--- src/rtl/uc_pkg.sv ---
// Shared definitions for the multicycle control unit: major-opcode codes,
// FSM state encoding and the control word driven into the datapath.
package uc_pkg;

  // Major opcode field is opcode[5:2] when the ALU class bit is clear
  localparam int         ALU_CLASS_BIT = 5;
  localparam logic [3:0] OP_LI   = 4'b0000;
  localparam logic [3:0] OP_J    = 4'b0001;
  localparam logic [3:0] OP_JZ   = 4'b0010;
  localparam logic [3:0] OP_JNZ  = 4'b0011;
  localparam logic [3:0] OP_NOP  = 4'b0100;
  localparam logic [3:0] OP_HALT = 4'b0101;

  typedef logic [1:0] state_t;
  localparam state_t ST_INIT   = 2'd0;
  localparam state_t ST_RUN    = 2'd1;
  localparam state_t ST_HALTED = 2'd2;
  localparam state_t ST_STEP   = 2'd3;

  typedef struct packed {
    logic       s_inc;
    logic       s_inm;
    logic       we;
    logic       wez;
    logic [2:0] alu_op;
  } ctrl_t;

  // Safe word while not executing: PC holds, nothing written
  localparam ctrl_t CTRL_IDLE = '{s_inc: 1'b1, s_inm: 1'b0, we: 1'b0,
                                  wez: 1'b0, alu_op: 3'b000};

endpackage

--- src/rtl/uc_decoder.sv ---
// Purely combinational instruction decode: opcode + zero flag to the
// datapath control word, plus HALT and undefined-opcode indications.
module uc_decoder
  import uc_pkg::*;
(
  input  logic [5:0] opcode,
  input  logic       zero,
  output ctrl_t      ctrl,
  output logic       is_halt,
  output logic       is_illegal
);

  logic [3:0] major;
  assign major = opcode[5:2];

  always_comb begin
    // NOTE: every output gets a default first so no path leaves it unassigned,
    // which would otherwise infer a latch.
    ctrl       = CTRL_IDLE;
    is_halt    = 1'b0;
    is_illegal = 1'b0;

    if (opcode[ALU_CLASS_BIT]) begin
      ctrl.alu_op = opcode[4:2];
      ctrl.we     = 1'b1;
      ctrl.wez    = 1'b1;
    end else begin
      case (major)
        OP_LI: begin
          ctrl.s_inm = 1'b1;
          ctrl.we    = 1'b1;
        end
        OP_J:    ctrl.s_inc = 1'b0;
        // Conditional jumps: s_inc low selects the jump target
        OP_JZ:   ctrl.s_inc = ~zero;
        OP_JNZ:  ctrl.s_inc = zero;
        OP_NOP:  ;
        OP_HALT: is_halt = 1'b1;
        default: is_illegal = 1'b1;
      endcase
    end
  end

endmodule

--- src/rtl/uc_multiciclo_ctrl.sv ---
// Run/halt/single-step control unit for the microc datapath: state-gated
// decode, sticky illegal-opcode flag and a retired-instruction counter.
module uc_multiciclo_ctrl
  import uc_pkg::*;
#(
  parameter int CNT_W = 16
) (
  input  logic             clk,
  input  logic             reset,
  input  logic [5:0]       opcode,
  input  logic             zero,
  input  logic             run_req,
  input  logic             step_req,
  output logic             s_inc,
  output logic             s_inm,
  output logic             we,
  output logic             wez,
  output logic [2:0]       ALUOp,
  output logic             pc_en,
  output logic             halted,
  output logic             illegal_op,
  output logic [CNT_W-1:0] instr_count
);

  state_t state;
  state_t state_nxt;
  ctrl_t  dec_ctrl;
  ctrl_t  ctrl;
  logic   dec_halt;
  logic   dec_illegal;
  logic   exec;

  uc_decoder u_decoder (
    .opcode     (opcode),
    .zero       (zero),
    .ctrl       (dec_ctrl),
    .is_halt    (dec_halt),
    .is_illegal (dec_illegal)
  );

  assign exec = (state == ST_RUN) || (state == ST_STEP);

  // Decode is only allowed through while executing
  always_comb begin
    ctrl = CTRL_IDLE;
    if (exec) ctrl = dec_ctrl;
  end

  assign s_inc  = ctrl.s_inc;
  assign s_inm  = ctrl.s_inm;
  assign we     = ctrl.we;
  assign wez    = ctrl.wez;
  assign ALUOp  = ctrl.alu_op;
  assign pc_en  = exec;
  assign halted = (state == ST_HALTED);

  always_comb begin
    state_nxt = state;
    case (state)
      ST_INIT: state_nxt = ST_RUN;
      ST_RUN:  if (dec_halt) state_nxt = ST_HALTED;
      // A step always returns to HALTED, even when it executed HALT
      ST_STEP: state_nxt = ST_HALTED;
      ST_HALTED: begin
        if (run_req)       state_nxt = ST_RUN;
        else if (step_req) state_nxt = ST_STEP;
      end
      default: state_nxt = ST_INIT;
    endcase
  end

  always_ff @(posedge clk) begin
    // NOTE: state registers use non-blocking assignments so every flop
    // samples pre-edge values regardless of statement order.
    if (reset) begin
      state       <= ST_INIT;
      illegal_op  <= 1'b0;
      instr_count <= '0;
    end else begin
      state <= state_nxt;
      if (exec) begin
        instr_count <= instr_count + CNT_W'(1);
        if (dec_illegal) illegal_op <= 1'b1;
      end
    end
  end

endmodule

--- config.mk ---
export PLATFORM = sky130hd
export DESIGN_NAME = uc_multiciclo_ctrl
export DESIGN_NICKNAME = d
export VERILOG_FILES = /design/src/rtl/uc_pkg.sv /design/src/rtl/uc_decoder.sv /design/src/rtl/uc_multiciclo_ctrl.sv
export SDC_FILE = /design/constraint.sdc
export NUM_CORES = 1
export LEC_CHECK = 0
export CAP_MARGIN = 10
export CORE_MARGIN = 2
export CORE_UTILIZATION = 41
export DETAILED_ROUTE_END_ITERATION = 6
export PLACE_DENSITY_LB_ADDON = 0.3
export RECOVER_POWER = 50
export SLEW_MARGIN = 20
export SYNTH_ARGS = -nofsm -noshare
export SYNTH_HDL_FRONTEND = slang
export SYNTH_SLANG_ARGS = --single-unit
--- constraint.sdc ---
create_clock -name clk -period 1.6 [get_ports clk]
set_clock_uncertainty 0.05 [all_clocks]
set_input_delay 0.32 -clock clk [delete_from_list [all_inputs] [get_ports clk]]
set_output_delay 0.32 -clock clk [all_outputs]
set_load 0.03 [all_outputs]
Word-level counts from Yosys, hierarchy flattened

Cells that the tools add are included.

Divide/modulo/power cells: 0
Magnitude comparators: 0
Bitwise operators: 1
Multipliers: 0
Shift operators: 0
Reductions and logical operators: 6
$add $sub $neg: 1
Muxes and demuxes: 14
Equality and inequality tests: 10

Operator list:

| cell                                                 | count |
|---|---|
| adder 16 x 1 -> 16 bit (second input constant)       | 1 |
| 2-to-1 mux 2 bit                                     | 5 |
| equality test 4 x 2 -> 1 bit (second input constant) | 2 |
| equality test 4 x 3 -> 1 bit (second input constant) | 2 |
| one-hot mux 2 bit (4 select lines)                   | 1 |
| 2-to-1 mux 7 bit                                     | 1 |
| OR reduction 6 bit                                   | 1 |
| 2-to-1 mux 1 bit                                     | 5 |
| equality test 2 bit (second input constant)          | 2 |
| equality test 4 x 1 -> 1 bit (second input constant) | 1 |
| zero test 4 bit                                      | 1 |
| 2-to-1 mux 4 bit                                     | 1 |
| AND reduction 2 bit                                  | 2 |
| != test 3 bit (second input constant)                | 1 |
| one-hot mux 1 bit (3 select lines)                   | 1 |
| equality test 2 x 1 -> 1 bit (second input constant) | 1 |
| zero test 2 bit                                      | 1 |
| != test 2 bit (second input constant)                | 1 |
| logical OR 1 bit                                     | 1 |
| NOT 1 bit                                            | 1 |

Bits in read-only memories: 0
Bits in registers: 19
Bits in writable memories: 0
Input port bits: 11
Latch bits: 0
Word-level logic and storage cells: 35
Memories: 0

Longest topological paths before layout

Depth after elaboration: 5
Depth in mapped cells: 5

By module

From an unflattened synthesis, not the netlist that was laid out.

Cells, all modules: 119
Area, all modules: 1044.8 µm²

Modules (own cells, without submodules):

| module             | cells an instance | area an instance (µm²) | times used |
|---|---|---|---|
| uc_multiciclo_ctrl | 106               | 953.4                  | 1 |
| uc_decoder         | 13                | 91.3                   | 1 |

Least setup slack after synthesis

Ideal clock, no wire load.

Kind: flip-flop to output port
Start point: register state[0]
End point: output port we
Stages on the path, launching flop included: 4
Data arrival time: 1.500 ns
Setup slack: -0.270 ns
Required time: 1.230 ns
Cells stage by stage: dfxtp_1 nand3b_1 nor3_1 or2_2

Word-level cells in the longest chain between the ends: 3
Elaborated cells between the ends (all ways): 4
Those cells by class: eq/ne: 2; mux: 1; reduce/logical: 1

RTL lines:

| what                                                                | RTL line                 | RTL |
|---|---|---|
| from (decl)                                                         | uc_multiciclo_ctrl.sv:25 | `state_t state;` |
| from (signal assigned)                                              | uc_multiciclo_ctrl.sv:80 | `state <= state_nxt;` |
| equality test 2 x 1 -> 1 bit or equality test 2 bit (tied branches) | uc_multiciclo_ctrl.sv:41 | `assign exec = (state == ST_RUN) \|\| (state == ST_STEP);` |
| logical OR 1 bit (*)                                                | uc_multiciclo_ctrl.sv:41 |  |
| 2-to-1 mux 7 bit (*)                                                | uc_multiciclo_ctrl.sv:46 | `if (exec) ctrl = dec_ctrl;` |
| to (decl)                                                           | uc_multiciclo_ctrl.sv:16 | `output logic we,` |

Every way passes the cells marked *; elsewhere a longest branch is shown, timed or not.

Final worst setup path

Ends and elaborated chain as after synthesis.

==> reports/metrics.yaml <==
clock_tree:
  ctsHtreeMaxLevel: 1
  clockRootBuffer: "clkbuf_4"
  clock_path_buffers: 2
  cts_made_buffers: 3
  clock-sinks: 19
  insertion_delay_ns: 0.29
  cts.clk_slew.worst_paths_ns: 0.10
  tritoncts: "done"
yosys:
  ys_ff_latch: 19
  ys_seq_area_share_pct: 42.4
  yosysWarnings: 0
  syn_inst: 104
  postSynthAreaPerCell_um2: 8.63
  synth_area_um2: 897
  syn_nets: 116
  yosys.cell_types.count: 27
floorplan:
  row_count: 16
  fp.dieW_um: 50.8
  core_um2: 2020
  die-area_um2: 2580
  io_pins: 37
  start_util_pct: 44.4
  fp.dieH_um: 50.8
worst_setup_path:
  critical_path_class: "register to output port"
  slowest_stage: "dfxtp_2"
  reg2reg_from: "instr_count[0]"
  cp_top_family: "simple AND/OR/NAND/NOR gates"
  critPathLaunchType: "register"
  cp.arrival_ns: 1.23
  critPathMaxStageDelay_ns: 0.36
  worst-r2r-cell-count: 4
  timing.rr.end: "instr_count[8]"
  r2r_setup_slack_ns: 0.09
  cp_max_fo: 4
  crit_chain: "nand3b_1, nor3_2, or2_4, buf_6"
  crit_buf_inv: 1
  cp.required_ns: 1.23
  end_kind: "output port"
power:
  switchingPower_mw: 0.231
  power_density_nw_per_um2: 636
  pwr-share-clk_pct: 26.8
  pwr-share-seq_pct: 55.9
  power.internal_mw: 0.652
  combPwrFrac_pct: 17.3
  p_total_mw: 0.883
  irDropWorstVdd_v: 0.000589
  swShare_pct: 26.2
  p_leak_nw: 0.650
sta:
  max_freq_mhz: 626
  period_needed_ns: 1.60
  slew_headroom_pct: 47.6
  rsz0062_at_grt: "true"
  slew_violations: 0
  hold_viol: 0
  setup_viol_count_final: 0
  min_period_over_period_pct: 99.9
  worst_slew_pin_slew_ns: 0.786
place:
  dp_hpwl_um: 1690
  placed_cells: 175
  placement.io_buffers: 34
  place_congestion: 0.792
  dpl_cell_area_um2: 1360
global_routing:
  antenna_found_initial: 0
  grt_pass1_vias: 838
  grt.total_usage_pct: 17.7
  grt_pass1_wl_um: 3530
  overflow: 0
  grt_max_degree: 20
flow_run:
  maxCapViolCount: 0
hold_path:
  hold-path-endpoint: "illegal_op"
  hp-class: "register to register"
  hold_path_depth: 2
  min_from: "illegal_op"
drt:
  viasPerCell: 5.07
  drc: 0
  drt-wirelength-per-cell_um: 12.6
  drt-initial-drc-count: 2
  ant_nets: 0
  dr.pass1.iters: 4
  vias: 917
  wl_um: 2290
final_layout:
  areaGrowthSynthToFinish_pct: 54.8
  stdcell_area_um2: 1390
  nNetsFinal: 167
  n_fill_cell: 175
  fin_cells: 181
  drive_gt1_share_pct: 26.0
  diodes: 0
outcome:
  status: "finished, final reports clean"
==> layout make-up <==
cell class                      count  area, µm²  share of cell area, %
Multi-Input combinational cell     78        512                   36.8
Timing Repair Buffer               51        425                   30.6
Sequential cell                    19        384                   27.7
Tap cell                           27       33.8                   2.43
Clock buffer                        4       26.3                   1.89
Inverter                            2       7.51                  0.541
==> timing repair <==
action | in CTS | in global routing
pin swaps | 1 | 3
gates resized for setup | 33 | 7
setup endpoints to repair | 24 | 8
buffers inserted | 1 | 1
hold buffers | 0 | 0
==> per-stage QoR <==
stage	TNS, ns	utilization (%)	hold WS [ns]	setup WS (ns)
global placement	-0.913	67.3	0.412	-0.650
floorplan	0	-	0.430	0.0213
detailed placement	-1.18	67.3	0.423	-0.723
global route	-0.277	68.7	0.476	-0.129
finish	0	68.7	0.439	0.00238
CTS	-0.0493	68.8	0.442	-0.0493
==> worst register-to-register path, cell delays in order (launching register included) <==
cell,delay [ns]
dfxtp_2,0.39
ha_1,0.20
nand4_1,0.25
or3_1,0.42
a21oi_1,0.13
==> sequential cells by signal (all words and copies together), names as in the netlist <==
register / flops
state: 2
instr_count: 16
illegal_op: 1
==> cell usage in the layout (no fill, tap or decap), types with 4 or more instances in the layout <==
master	count
a21oi_1	4
dlygate4sd2_1	21
nand2_1	5
xor2_1	8
o21ai_0	4
dfxtp_1	16
xnor2_1	4
nor2_1	14
and3_1	5
buf_4	21
nand4_1	9
buf_6	4
==> cells by family after synthesis <==
group | count (synthesis) | share of synthesized area, %
flip-flops | 19 | 42.4
buffers and inverters | 7 | 3.35
AND/OR/NAND/NOR | 53 | 32.5
adder cells (fa/ha/maj) | 1 | 1.39
AO/OA/AOI/OAI | 10 | 6.56
XOR/XNOR | 13 | 12.7
multiplexers | 1 | 1.12
==> per-layer routing <==
metal	wire, µm	global-route usage, %
met1	1080	22.4
met2	1130	30.5
met3	69	2.98
met4	0	5.41
met5	0	0
==> power by group through the flow <==
| stage | logic [mW] | clock network, mW | registers [mW] |
|---|---|---|---|
| after CTS | 0.155 | 0.244 | 0.493 |
| after global routing | 0.164 | 0.268 | 0.496 |
| final | 0.153 | 0.236 | 0.493 |
| after floorplan | 0.0591 | 0 | 0.517 |
| after global placement | 0.152 | 0 | 0.504 |
| after detailed placement | 0.156 | 0 | 0.504 |
==> synthesized netlist by cell type <==
library cell	n	area, µm²
a21oi_1	4	20.0
a41oi_1	1	8.76
and2_1	2	12.5
and3_1	5	31.3
and4_1	2	17.5
buf_4	1	7.51
clkbuf_1	4	15.0
dfxtp_1	19	380
ha_1	1	12.5
inv_1	2	7.51
mux2i_1	1	10.0
nand2_1	6	22.5
nand2b_1	2	12.5
nand3_1	1	5.00
nand3_2	1	10.0
nand3b_1	1	7.51
nand4_1	9	56.3
nor2_1	14	52.6
nor2b_1	1	6.26
nor3_1	4	20.0
nor4_2	1	12.5
o21ai_0	4	20.0
o311a_1	1	10.0
or2_2	1	6.26
or3_1	3	18.8
xnor2_1	5	43.8
xor2_1	8	70.1
==> how the worst max path moves through the flow <==
| stage | to | depth (start not counted) | from | slack [ns] |
|---|---|---|---|---|
| after floorplan | instr_count[14] | 5 | instr_count[0] | 0.02 |
| after global placement | we | 6 | opcode[5] | -0.65 |
| after detailed placement | we | 6 | opcode[5] | -0.72 |
| after CTS | we | 4 | state[0] | -0.05 |
| after global routing | we | 4 | state[0] | -0.13 |
| final | we | 4 | state[0] | 0.002 |
No activity file was read; power rests on OpenSTA's default activity.
